## config.mk

```make
export PLATFORM = sky130hd
export DESIGN_NAME = grostl_shift_bytes
export DESIGN_NICKNAME = d
export VERILOG_FILES = /design/src/rtl/grostl_pkg.sv /design/src/rtl/grostl_col_bank.sv /design/src/rtl/grostl_shift_bytes.sv
export SDC_FILE = /design/constraint.sdc
export NUM_CORES = 2
export LEC_CHECK = 0
export BUFFER_PORTS_ARGS = -buffer_cell sky130_fd_sc_hd__buf_2
export CORE_MARGIN = 5
export CORE_UTILIZATION = 59
export CTS_BUF_LIST = sky130_fd_sc_hd__clkbuf_2 sky130_fd_sc_hd__clkbuf_4 sky130_fd_sc_hd__clkbuf_8
export CTS_CLUSTER_DIAMETER = 40
export DETAILED_ROUTE_END_ITERATION = 16
export PLACE_DENSITY = 0.81
export SYNTH_ARGS = -nofsm -noshare
export SYNTH_HDL_FRONTEND = slang
export SYNTH_HIERARCHICAL = 1
export SYNTH_SLANG_ARGS = --single-unit
```

## constraint.sdc

```tcl
create_clock -name clk -period 3.4 [get_ports clk]
set_input_delay 0.34 -clock clk [delete_from_list [all_inputs] [get_ports clk]]
set_output_delay 0.34 -clock clk [all_outputs]
set_load 0.005 [all_outputs]
```

## src/rtl/grostl_pkg.sv

```systemverilog
// Shared types and ShiftBytes row offsets for the column-serial Groestl-256 datapath.
package grostl_pkg;

    typedef logic [0:7][7:0] col_t;
    typedef col_t [0:7]      state_t;

    // Cyclic column offset applied to each row, index = row.
    localparam logic [0:7][2:0] SHIFT_P = {3'd0, 3'd1, 3'd2, 3'd3, 3'd4, 3'd5, 3'd6, 3'd7};
    localparam logic [0:7][2:0] SHIFT_Q = {3'd1, 3'd3, 3'd5, 3'd7, 3'd0, 3'd2, 3'd4, 3'd6};

    function automatic logic [2:0] row_shift(input logic sel_q, input logic [2:0] row);
        return sel_q ? SHIFT_Q[row] : SHIFT_P[row];
    endfunction

endpackage

```

## src/rtl/grostl_col_bank.sv

```systemverilog
// One 8x8-byte state buffer: column write port plus the row-shifted column read mux.
module grostl_col_bank
    import grostl_pkg::*;
(
    input  logic            clk,
    input  logic            reset_n,
    input  logic            we,
    input  logic [2:0]      widx,
    input  logic [0:7][7:0] din,
    input  logic            sel_q_in,
    input  logic [2:0]      ridx,
    output logic [0:7][7:0] dout,
    output logic            sel_q
);

    state_t     mem;
    logic [2:0] row_idx [0:7];

    // The permutation select travels with column 0 so it always matches the stored state.
    always_ff @(posedge clk or negedge reset_n) begin
        if (!reset_n) begin
            mem   <= '0;
            sel_q <= 1'b0;
        end else if (we) begin
            mem[widx] <= din;
            if (widx == 3'd0)
                sel_q <= sel_q_in;
        end
    end

    // Row i of output column ridx comes from column ridx + shift(i), wrapping mod 8.
    always_comb begin
        for (int i = 0; i < 8; i++) begin
            row_idx[i] = ridx + row_shift(sel_q, 3'(i));
            dout[i]    = mem[row_idx[i]][i];
        end
    end

endmodule

```

## src/rtl/grostl_shift_bytes.sv

```systemverilog
// Column-serial ShiftBytes stage: ping-pong state banks, one column per cycle, 8-cycle latency.
module grostl_shift_bytes
    import grostl_pkg::*;
(
    input  logic            clk,
    input  logic            reset_n,
    input  logic            in_valid,
    output logic            in_ready,
    input  logic            in_sel_q,
    input  logic [0:7][7:0] din,
    output logic            out_valid,
    input  logic            out_ready,
    output logic            out_sel_q,
    output logic [0:7][7:0] dout
);

    // Handshake: a column transfers on a rising edge where valid & ready are both high.
    // valid never waits on ready; ready and valid here come only from registered full flags.
    logic [2:0]      wcnt;
    logic [2:0]      rcnt;
    logic            wbank;
    logic            rbank;
    logic [1:0]      full;
    logic [1:0]      full_nxt;
    logic            in_fire;
    logic            out_fire;
    logic [1:0]      bank_we;
    logic [0:7][7:0] bank_dout [0:1];
    logic            bank_sel  [0:1];

    assign in_ready  = !full[wbank];
    assign out_valid = full[rbank];
    assign in_fire   = in_valid & in_ready;
    assign out_fire  = out_valid & out_ready;

    assign bank_we[0] = in_fire & (wbank == 1'b0);
    assign bank_we[1] = in_fire & (wbank == 1'b1);

    // Fill and drain always target different banks, so set and clear never collide.
    always_comb begin
        full_nxt = full;
        if (in_fire && wcnt == 3'd7)
            full_nxt[wbank] = 1'b1;
        if (out_fire && rcnt == 3'd7)
            full_nxt[rbank] = 1'b0;
    end

    always_ff @(posedge clk or negedge reset_n) begin
        if (!reset_n) begin
            wcnt  <= 3'd0;
            rcnt  <= 3'd0;
            wbank <= 1'b0;
            rbank <= 1'b0;
            full  <= 2'b00;
        end else begin
            full <= full_nxt;
            if (in_fire) begin
                wcnt <= wcnt + 3'd1;
                if (wcnt == 3'd7)
                    wbank <= ~wbank;
            end
            if (out_fire) begin
                rcnt <= rcnt + 3'd1;
                if (rcnt == 3'd7)
                    rbank <= ~rbank;
            end
        end
    end

    grostl_col_bank u_bank0 (
        .clk      (clk),
        .reset_n  (reset_n),
        .we       (bank_we[0]),
        .widx     (wcnt),
        .din      (din),
        .sel_q_in (in_sel_q),
        .ridx     (rcnt),
        .dout     (bank_dout[0]),
        .sel_q    (bank_sel[0])
    );

    grostl_col_bank u_bank1 (
        .clk      (clk),
        .reset_n  (reset_n),
        .we       (bank_we[1]),
        .widx     (wcnt),
        .din      (din),
        .sel_q_in (in_sel_q),
        .ridx     (rcnt),
        .dout     (bank_dout[1]),
        .sel_q    (bank_sel[1])
    );

    assign dout      = rbank ? bank_dout[1] : bank_dout[0];
    assign out_sel_q = rbank ? bank_sel[1]  : bank_sel[0];

endmodule

```

==> impl_metrics.ini <==
[setup_path]
crit_fanout = 7
worst_path_most_repeated_cell = buf_6
path_cells = buf_8, ha_4, or2_4, a211oi_4, buf_6, buf_6, a2111oi_4, a2111oi_2, mux2_4, buf_6
critPathMaxStageDelay_ns = 0.50
startpoint_type = flip-flop
slowest_stage = dfrtp_4
cp_data_arrival_time_ns = 3.39
worstReg2RegStart = wbank
critPathRequiredTime_ns = 3.06
startpoint = rcnt[0]
endpoint_kind = output pin
critical_path_class = flip-flop to output pin

[pwr]
sw_frac_of_total_pct = 35.0
ir_worst_vdd_mv = 0.755
intPower_uw = 45500
pwr-share-clk_pct = 16.2
p_comb_share_pct = 54.0
power.total_uw = 70000
powerDensity_mw_per_mm2 = 1230
power.switching_uw = 24500
power.share.sequential_pct = 29.8
p_leak_uw = 0.0258

[finish]
drive_gt1_share_pct = 62.5
nets = 3409
areaGrowthSynthToFinish_pct = 19.2

[logic_synthesis]
synth-async-reset-ratio_pct = 100
ys_seq_elements = 1036
synth_commonest_cells = mux2_2 (1,167), dfrtp_1 (1,036), mux4_2 (224)
synth.distinct_cells = 54
synthTopCellsByArea = dfrtp_1 (54%), mux2_2 (27%), mux4_2 (11%)
yosysTopAreaCell = dfrtp_1
yosysMostFrequentCell = mux2_2
ys.flop_type = dfrtp_1
synth_fp_nets = 3039
yosysSeqAreaShare_pct = 54.2
yosysWarnings = 6
syn_area_mm2 = 0.0479
synth.top_cell.area_share_pct = 54.2
postSynthCellCount = 2950
syn_area_per_cell_um2 = 16.2
synth_edf_count = 0

[timing]
fmax_mhz = 268
tightest_slew_ns = 0.956
min_period_ns = 3.73
fin_skew_ns = 0.0279
final_max_slew_viol_count = 0
setup_viol = 50
rsz0062_at_grt = true
final_hold_viol_count = 0
timing.final.crit_share_pct = 110
fin_ws_ns = -0.332
max_slew_margin_pct = 36.2

[die]
die_h_um = 295
core_area_mm2 = 0.0805
fp.dieArea_mm2 = 0.0869
dieWidth_um = 295
fp-row-count = 104
start_util_pct = 59.4
boundaryPins = 136

[run_status]
violations = setup timing
outcome = complete, but fails checks

[flow_run]
cap_violations = 0

[route]
drc = 0
antenna_left = 0
via_count = 28800
viasPerCell = 6.40
routed_wl_mm = 128
first_pass_iters = 5
drt-wirelength-per-cell_um = 28.4
drtIter0Drc = 1988

[clock_network]
numCtsBuffers = 165
cts_buffer_depth = 3
cts_tree = done
clk_latency_ns = 0.82
clk_pin_slew_ns = 0.06
cts.htree.levels = 4
root_buffer = clkbuf_8
clock_sinks = 1036

[global_routing]
grt_pass1_vias = 31800
antenna_found_initial = 4
grt_pass1_wl_mm = 188
overflow = 0
grtUsageTotal_pct = 28.0
grt_start_max_net_pins = 109

[hold_path]
hp-class = input pin to asynchronous set/reset pin

[placed_design]
port_buffers = 135
gp_congestion = 0.818
dp_hpwl_mm = 66.5
preCtsSetupSlack_ns = 0.151
[cells in the final DEF (no fill, tap or decap), types with 4 or more instances in the layout]
cell and n:
mux2_2 1100, dfrtp_1 1031, mux4_2 224, clkbuf_8 204, buf_2 104, buf_4 90
mux2_4 72, dlygate4sd3_1 68, clkbuf_4 57, buf_6 57, nand2_1 55, buf_12 46
mux2_1 41, nor2b_1 24, a2111oi_2 20, a2111oi_4 17, nor3_2 14, nor3_1 14
clkbuf_16 12, clkinv_2 11, buf_16 11, nor3_4 11, and2b_2 11, mux2i_1 9
ha_4 9, ha_1 7, xor2_1 7, inv_8 6, buf_8 6, nor3b_2 6
nor4_2 6, nand4b_1 6, xnor2_2 5, clkinvlp_4 4, bufinv_16 4, inv_2 4
a2111oi_1 4
[power groups by stage]
stage / Combinational (µW) / Clock [µW] / Sequential (µW)
after global placement: 27700 / 0 / 20100
after global routing: 39600 / 12100 / 21400
after CTS: 32000 / 11400 / 20600
final: 37800 / 11300 / 20900
after detailed placement: 28500 / 0 / 20800
after floorplan: 20300 / 0 / 19600
[final cells by class]
type | count | area [µm²]
repair buffers | 395 | 4170
clock inverters | 28 | 307
flip-flops and latches | 1036 | 25900
multi-input cells | 1714 | 22100
fillers | 4781 | 23500
inverters | 8 | 35.0
well taps | 1060 | 1330
clock buffers | 261 | 3240
diodes | 2 | 5.00
[worst paths after layout]
| kind | slack, ns | cells past startpoint | endpoint |
|---|---|---|---|
| setup / recovery | -0.33 | 10 | dout[43] |
| hold / removal | 0.18 | 2 | u_bank1/mem[100] |
| setup reg to reg | 0.58 | 5 | u_bank0/mem[498] |
| hold reg to reg | 0.48 | 1 | u_bank1/mem[347] |
| max in group asynchronous | 2.15 | 3 | u_bank1/mem[511] |
| min in group clk | 0.45 | 4 | rbank |
[worst max-delay path: cells and delay by family (launching register included)]
family                   cells  cell delay [ns]
buffers and inverters        4             0.61
AND/OR/NAND/NOR              1             0.27
flip-flops                   1             0.50
multiplexers                 1             0.24
AO/OA/AOI/OAI                3             0.78
adder cells (fa/ha/maj)      1             0.18
[sequential cells by signal, indices dropped and copies added (netlist names)]
| signal | flops |
|---|---|
| u_bank0/mem | 512 |
| u_bank1/mem | 512 |
| rcnt | 3 |
| wcnt | 3 |
| full | 2 |
| rbank | 1 |
| u_bank0/sel_q | 1 |
| u_bank1/sel_q | 1 |
| wbank | 1 |
[what timing repair did]
item                        CTS  global route
setup endpoints to repair    64            58
pin swaps                    19            38
buffers inserted             26            43
cloned                        8            13
resized for setup           159           194
hold buffers                 68             0
hold endpoints to repair   1069             0
[per-stage QoR]
step                      hold slack, ns  utilization [%]  instances  cell area (µm²)  TNS (ns)
after floorplan                   0.0444                -       2950            47900         0
after global placement             0.409             62.3       4059            50100         0
after detailed placement           0.419             62.3       4059            50100         0
after CTS                          0.143             68.8       4450            55400    -14.29
after global routing               0.170             70.8       4504            57100    -16.93
final                              0.177             70.8       4504            57100    -11.91
[routing by layer]
metal  wire length [µm]  part of all wire, %  GRT usage [%]  up-vias
met5                 26                0.020              0        -
met4               4620                  3.6           9.78        4
met3               8380                  6.6           5.65      330
met2              64200                   50           46.5     1138
met1              50500                   40           37.3    15500
li1                   -                    -              -    11900
[logic make-up after synthesis]
family | Yosys count | share of synthesized area [%]
muxes | 1446 | 39.3
DFF | 1036 | 54.2
buffers and inverters | 200 | 2.18
and+or+nand+nor | 171 | 2.19
AOI/OAI and AO/OA | 55 | 1.04
xor gates and xnor gates | 22 | 0.536
adders and majority gates | 20 | 0.586
(Power assumes the default switching activity.)
